==> config.mk <==
export PLATFORM = sky130hd
export DESIGN_NAME = mult_share_arbiter
export DESIGN_NICKNAME = d
export VERILOG_FILES = /design/src/rtl/mult_share_arbiter_pkg.sv /design/src/rtl/mult_share_arbiter_rr_pick.sv /design/src/rtl/mult_share_arbiter.sv
export SDC_FILE = /design/constraint.sdc
export NUM_CORES = 1
export LEC_CHECK = 0
export ABC_AREA = 1
export CORE_MARGIN = 4
export CORE_UTILIZATION = 44
export DETAILED_ROUTE_END_ITERATION = 6
export PLACE_DENSITY = 0.85
export SLEW_MARGIN = 20
export SYNTH_ARGS = -nofsm -noshare
export SYNTH_HDL_FRONTEND = slang
export SYNTH_SLANG_ARGS = --single-unit
==> constraint.sdc <==
create_clock -name clk -period 4.55 [get_ports clk]
set_input_delay 1.365 -clock clk [delete_from_list [all_inputs] [get_ports clk]]
set_output_delay 1.365 -clock clk [all_outputs]
set_load 0.005 [all_outputs]
==> src/rtl/mult_share_arbiter_pkg.sv <==
// Shared definitions for the mult_4x4 sharing arbiter: sequencer state encodings
// and the operand/product widths of the shared multiplier.
package mult_share_arbiter_pkg;

  typedef enum logic [1:0] {
    ST_IDLE    = 2'd0,
    ST_COMPUTE = 2'd1,
    ST_RESPOND = 2'd2,
    ST_SPARE   = 2'd3
  } state_t;

  localparam int OP_W   = 4;
  localparam int PROD_W = 8;

endpackage

==> src/rtl/mult_share_arbiter_rr_pick.sv <==
// Combinational round-robin picker: grants the first asserted request found by
// searching upward from ptr, wrapping modulo NUM_REQ (NUM_REQ must be 2**ID_W).
module rr_pick #(
  parameter int NUM_REQ = 4,
  parameter int ID_W    = 2
) (
  input  logic [NUM_REQ-1:0] req,
  input  logic [ID_W-1:0]    ptr,
  output logic [NUM_REQ-1:0] gnt_onehot,
  output logic [ID_W-1:0]    gnt_id,
  output logic               any_req
);

  logic [ID_W-1:0] idx_s;

  // Walk offsets from farthest to nearest so the closest requester above ptr wins
  always_comb begin
    gnt_onehot = '0;
    gnt_id     = '0;
    idx_s      = '0;
    any_req    = |req;
    for (int i = NUM_REQ - 1; i >= 0; i--) begin
      idx_s  = ptr + ID_W'(i);
      gnt_id = req[idx_s] ? idx_s : gnt_id;
    end
    gnt_onehot[gnt_id] = any_req;
  end

endmodule

==> src/rtl/mult_share_arbiter.sv <==
// Shares one mult_4x4 between NUM_REQ requesters: round-robin accept, drive the
// multiplier until mult_done (or timeout), then return the tagged product.
module mult_share_arbiter
  import mult_share_arbiter_pkg::*;
#(
  parameter int NUM_REQ = 4,
  parameter int ID_W    = 2,
  parameter int TIMEOUT = 15
) (
  input  logic                      clk,
  input  logic                      reset,
  input  logic [NUM_REQ-1:0]        req_valid,
  input  logic [OP_W*NUM_REQ-1:0]   req_a,
  input  logic [OP_W*NUM_REQ-1:0]   req_b,
  output logic [NUM_REQ-1:0]        req_ready,
  output logic [OP_W-1:0]           mult_m,
  output logic [OP_W-1:0]           mult_q,
  output logic                      mult_on,
  input  logic [PROD_W-1:0]         mult_s,
  input  logic                      mult_done,
  output logic                      rsp_valid,
  output logic [ID_W-1:0]           rsp_id,
  output logic [PROD_W-1:0]         rsp_data,
  output logic                      rsp_err,
  input  logic                      rsp_ready,
  output logic                      busy
);

  localparam logic [7:0] CNT_LAST = 8'(TIMEOUT - 1);

  state_t              state_r, state_nxt_s;
  logic [OP_W-1:0]     op_a_r, op_b_r;
  logic [ID_W-1:0]     rr_ptr_r, id_r, gnt_id_s;
  logic [NUM_REQ-1:0]  gnt_onehot_s;
  logic                any_req_s, grant_s, done_s, tmo_s;
  logic [7:0]          cnt_r;
  logic [PROD_W-1:0]   rsp_data_r;
  logic                rsp_err_r, mult_on_r, rsp_valid_r, busy_r;

  rr_pick #(
    .NUM_REQ (NUM_REQ),
    .ID_W    (ID_W)
  ) u_rr_pick (
    .req        (req_valid),
    .ptr        (rr_ptr_r),
    .gnt_onehot (gnt_onehot_s),
    .gnt_id     (gnt_id_s),
    .any_req    (any_req_s)
  );

  // State register
  always_ff @(posedge clk or posedge reset) begin
    if (reset) begin
      state_r <= ST_IDLE;
    end else begin
      state_r <= state_nxt_s;
    end
  end

  // Next-state decode; grants only in IDLE, and never while reset is held
  always_comb begin
    state_nxt_s = state_r;
    grant_s     = 1'b0;
    done_s      = 1'b0;
    tmo_s       = 1'b0;
    req_ready   = '0;
    case (state_r)
      ST_IDLE: begin
        if (any_req_s && !reset) begin
          grant_s     = 1'b1;
          req_ready   = gnt_onehot_s;
          state_nxt_s = ST_COMPUTE;
        end else begin
          state_nxt_s = ST_IDLE;
        end
      end
      ST_COMPUTE: begin
        if (mult_done) begin
          done_s      = 1'b1;
          state_nxt_s = ST_RESPOND;
        end else if (cnt_r == CNT_LAST) begin
          tmo_s       = 1'b1;
          state_nxt_s = ST_RESPOND;
        end else begin
          state_nxt_s = ST_COMPUTE;
        end
      end
      ST_RESPOND: begin
        if (rsp_ready) begin
          state_nxt_s = ST_IDLE;
        end else begin
          state_nxt_s = ST_RESPOND;
        end
      end
      default: state_nxt_s = ST_IDLE;
    endcase
  end

  // Operand capture, round-robin pointer, timeout counter and response payload
  always_ff @(posedge clk or posedge reset) begin
    if (reset) begin
      op_a_r     <= '0;
      op_b_r     <= '0;
      id_r       <= '0;
      rr_ptr_r   <= '0;
      cnt_r      <= 8'd0;
      rsp_data_r <= '0;
      rsp_err_r  <= 1'b0;
    end else begin
      if (grant_s) begin
        op_a_r   <= req_a[gnt_id_s*OP_W +: OP_W];
        op_b_r   <= req_b[gnt_id_s*OP_W +: OP_W];
        id_r     <= gnt_id_s;
        rr_ptr_r <= gnt_id_s + ID_W'(1);
        cnt_r    <= 8'd0;
      end else if ((state_r == ST_COMPUTE) && !done_s && !tmo_s) begin
        cnt_r <= cnt_r + 8'd1;
      end
      if (done_s) begin
        rsp_data_r <= mult_s;
        rsp_err_r  <= 1'b0;
      end else if (tmo_s) begin
        rsp_data_r <= '0;
        rsp_err_r  <= 1'b1;
      end
    end
  end

  // Status flags registered from the next state so they align with state_r
  always_ff @(posedge clk or posedge reset) begin
    if (reset) begin
      mult_on_r   <= 1'b0;
      rsp_valid_r <= 1'b0;
      busy_r      <= 1'b0;
    end else begin
      mult_on_r   <= (state_nxt_s == ST_COMPUTE);
      rsp_valid_r <= (state_nxt_s == ST_RESPOND);
      busy_r      <= (state_nxt_s != ST_IDLE);
    end
  end

  assign mult_m    = op_a_r;
  assign mult_q    = op_b_r;
  assign mult_on   = mult_on_r;
  assign rsp_valid = rsp_valid_r;
  assign rsp_id    = id_r;
  assign rsp_data  = rsp_data_r;
  assign rsp_err   = rsp_err_r;
  assign busy      = busy_r;

endmodule

==> summary.md <==
| Metric | Value |
|---|---|
| Vias in the first global route | 1884 |
| CP required | 3.18 ns |
| Clock network fraction of total power | 12.1% |
| Post-route DRC violation count | 0 |
| Post-synth EDFFs | 0 |
| Worst reg2reg path startpoint | rr_ptr_r[0]$_DFFE_PP0N_ |
| Post-synthesis net count | 307 |
| Largest cells by area after synthesis | dfrtp_1 44%, nand2_1 17%, nand3_1 7.2% |
| Clock root buffer | clkbuf_8 |
| DIE HEIGHT | 74.5 µm |
| Layout fillers | 326 |
| Register area | 851 µm² |
| Fmax | 225 MHz |
| CTS tree | built |
| Total gr overflow | 0 |
| IO Pins | 74 |
| Setup crit end kind | output pin |
| CP Max Fanout | 4 |
| Final Util | 72.0% |
| Combinational cell fraction of total power | 61.9% |
| Status | completed |
| Worst r2r dst | mult_m[1]$_DFFE_PP0N_ |
| Worst path cell trace | clkdlybuf4s50_1 > nand2_1 > o21ai_2 > nand2_1 > nand3_2 > buf_4 > nand3_4 > nand2_4 > inv_2 > nor2_4 > buf_4 > inv_1 > nor2_1 > clkbuf_2 |
| Mapped cell area | 1950 µm² |
| Clk Latency, worst-skew pair | 0.28 ns |
| Type of the worst min-delay path | flop to flop |
| CTS Buf Count | 5 |
| Lkg Pwr | 1.55 nW |
| Gr usage total | 20.0% |
| Share of cells above drive strength 1 | 14.6% |
| Hold_ws | 0.486 ns |
| Yosys reg bits | 34 |
| PortBufs | 73 |
| Max-Cap Viols | 0 |
| Largest area contributor in the netlist | dfrtp_1 |
| DR WL/cell | 13.0 µm |
| R2R setup slack | 2.31 ns |
| Critical path class | input pin to output pin |
| Min Tclk post-route | 4.44 ns |
| CP peak stage delay | 0.48 ns |
| Int Pwr | 1.12 mW |
| Detailed placement HPWL | 4.09 mm |
| First-pass GRT wire length | 8.47 mm |
| Vias per cell | 5.05 |
| Core Area | 4140 µm² |
| Setup violators final | 0 |
| Sw Share | 41.4% |
| Setup crit end | req_ready[3] |
| Routed Antenna Nets | 0 |
| Power share of the sequential group | 26.0% |
| Register-to-Register Path Depth | 16 |
| Main flop type after synthesis | dfrtp_1 |
| Initial Utilization | 47.0% |
| Router iterations before antenna repair | 4 |
| Clock buffer depth | 2 |
| Max Slew Vio Count | 0 |
| Final TNS setup | 0 ns |
| Placer Congestion | 0.863 |
| 1st-iter DRT viols | 124 |
| Largest net degree at the start of global routing | 35 |
| Peak supply drop | 340 µV |
| Measured slew at the worst slew-check pin | 0.635 ns |
| Clock Sinks | 34 |
| Most common cell in the netlist | nand2_1 |
| Cells after Synth | 257 |
| Rel. slew slack | 57.5% |
| Asr flop ratio synth | 100% |
| Pwr dens | 640 nW/µm² |
| Critical Path AT | 3.07 ns |
| Synth Warn # | 0 |
| Clock Skew | 0.00763 ns |
| Diode count | 0 |
| Die area | 5550 µm² |
| Startpoint types | input pin |
| DIE WIDTH | 74.5 µm |
| Commonest cells in the netlist | 86 x nand2_1, 36 x inv_1, 34 x dfrtp_1 |
| Synth top area share | 43.7% |
| DP Area | 2800 µm² |
| Total power | 1.91 mW |
| Slowest CP cell | clkdlybuf4s50_1 |
| Multi-input gate area | 933 µm² |
| H-tree depth | 2 |
| Area Overhead vs Synth | 53.1% |
| Count of distinct cell types in the synthesized netlist | 32 |
| Final #Nets | 404 |
| # rows | 23 |
| Critical path origin | req_valid[2] |
| Syn Area/Cell | 7.58 µm² |
| Fin. Hold Viols | 0 |
| Initial antenna violation count | 0 |
| Crit share post-route | 97.5% |
| Drt total wl | 5.28 mm |
| Vias | 2047 |
| Switch Pwr | 0.790 mW |
| Final instance area | 2980 µm² |
| Sequential area share after synthesis | 43.7% |
| CTS clk-pin slew, worst paths | 0.06 ns |
## registers in the layout, summed over array words and instances, names as in the netlist
signal     count
busy           1
cnt_r          8
mult_m         4
mult_on        1
mult_q         4
rr_ptr_r       2
rsp_data       8
rsp_err        1
rsp_id         2
rsp_valid      1
state_r        2
## layout make-up
cell class,instances,share of cell area [%]
multi-input cells,179,31.3
clock inverters,1,0.168
repair buffers,96,30.2
well taps,50,2.10
flip-flops and latches,34,28.5
inverters,38,4.78
clock buffers,7,2.90
## metrics by stage
step | instances | setup slack (ns)
2_1_floorplan | 257 | 0.239
3_3_place_gp | 390 | -0.149
3_5_place_dp | 390 | -0.230
4_1_cts | 399 | -0.00895
5_1_grt | 405 | -0.0257
6_report | 405 | 0.112
## layout by cell type (no fill, tap or decap), types with 2 or more instances in the layout
| master | instances |
|---|---|
| dlymetal6s2s_1 | 2 |
| nand3_1 | 25 |
| a22o_1 | 8 |
| clkbuf_8 | 6 |
| nand2_4 | 2 |
| o21ai_0 | 5 |
| a31oi_1 | 3 |
| nor3_1 | 2 |
| xor2_1 | 2 |
| nand2_1 | 83 |
| dlygate4sd2_1 | 2 |
| o31ai_1 | 2 |
| nor2_1 | 12 |
| inv_1 | 33 |
| inv_2 | 4 |
| ha_1 | 2 |
| nand3_2 | 4 |
| o211ai_1 | 5 |
| buf_4 | 23 |
| nand4_1 | 3 |
| nand2_2 | 5 |
| dfrtp_1 | 34 |
| a21oi_1 | 5 |
| clkdlybuf4s50_1 | 68 |
## repair_timing
action                                 in CTS  in global routing
buffers inserted                            1                  6
hold buffers                                0                  0
endpoints found under the hold margin       0                  0
pin swaps                                   4                  5
resized for setup                          10                 11
setup endpoints to repair                   4                  2
## worst min path at each step
stage                                     start               endpoint  slack [ns]  cells past startpoint
after floorplan           mult_m[0]$_DFFE_PP0N_  mult_m[0]$_DFFE_PP0N_        0.47                      2
after global placement    mult_m[0]$_DFFE_PP0N_  mult_m[0]$_DFFE_PP0N_        0.46                      2
after detailed placement  mult_m[0]$_DFFE_PP0N_  mult_m[0]$_DFFE_PP0N_        0.47                      2
after CTS                 mult_m[0]$_DFFE_PP0N_  mult_m[0]$_DFFE_PP0N_        0.49                      2
after global routing      mult_m[1]$_DFFE_PP0N_  mult_m[1]$_DFFE_PP0N_        0.52                      2
final                     mult_m[0]$_DFFE_PP0N_  mult_m[0]$_DFFE_PP0N_        0.49                      2
## critical path: cells and delay by family
kind	cells	cell delay, ns
compound gates	1	0.10
simple gates	7	0.66
buf+inv	6	0.94
## per-layer routing
| layer | part of all wire, % | global-route usage (%) | vias to the layer above |
|---|---|---|---|
| li1 | - | - | 1025 |
| met1 | 41 | 24.8 | 951 |
| met2 | 51 | 33.2 | 60 |
| met3 | 6.6 | 7.16 | 11 |
| met4 | 1.3 | 5.14 | 0 |
| met5 | 0 | 0 | - |
## power by group through the flow
stage | sequential, mW | clock (mW) | combinational (mW)
finish | 0.497 | 0.231 | 1.18
global route | 0.513 | 0.252 | 1.33
CTS | 0.497 | 0.232 | 1.13
detailed placement | 0.499 | 0 | 1.11
global placement | 0.494 | 0 | 1.08
floorplan | 0.489 | 0 | 0.671
## kinds of logic after synthesis
kind of cell	after synthesis	synth area share (%)
AOI/OAI and AO/OA	32	11.2
xor gates and xnor gates	3	1.35
adders and majority gates	2	1.29
buffers and inverters	44	10.2
DFF	34	43.7
and+or+nand+nor	142	32.2
Note: power is estimated with default switching activity, not from simulation.
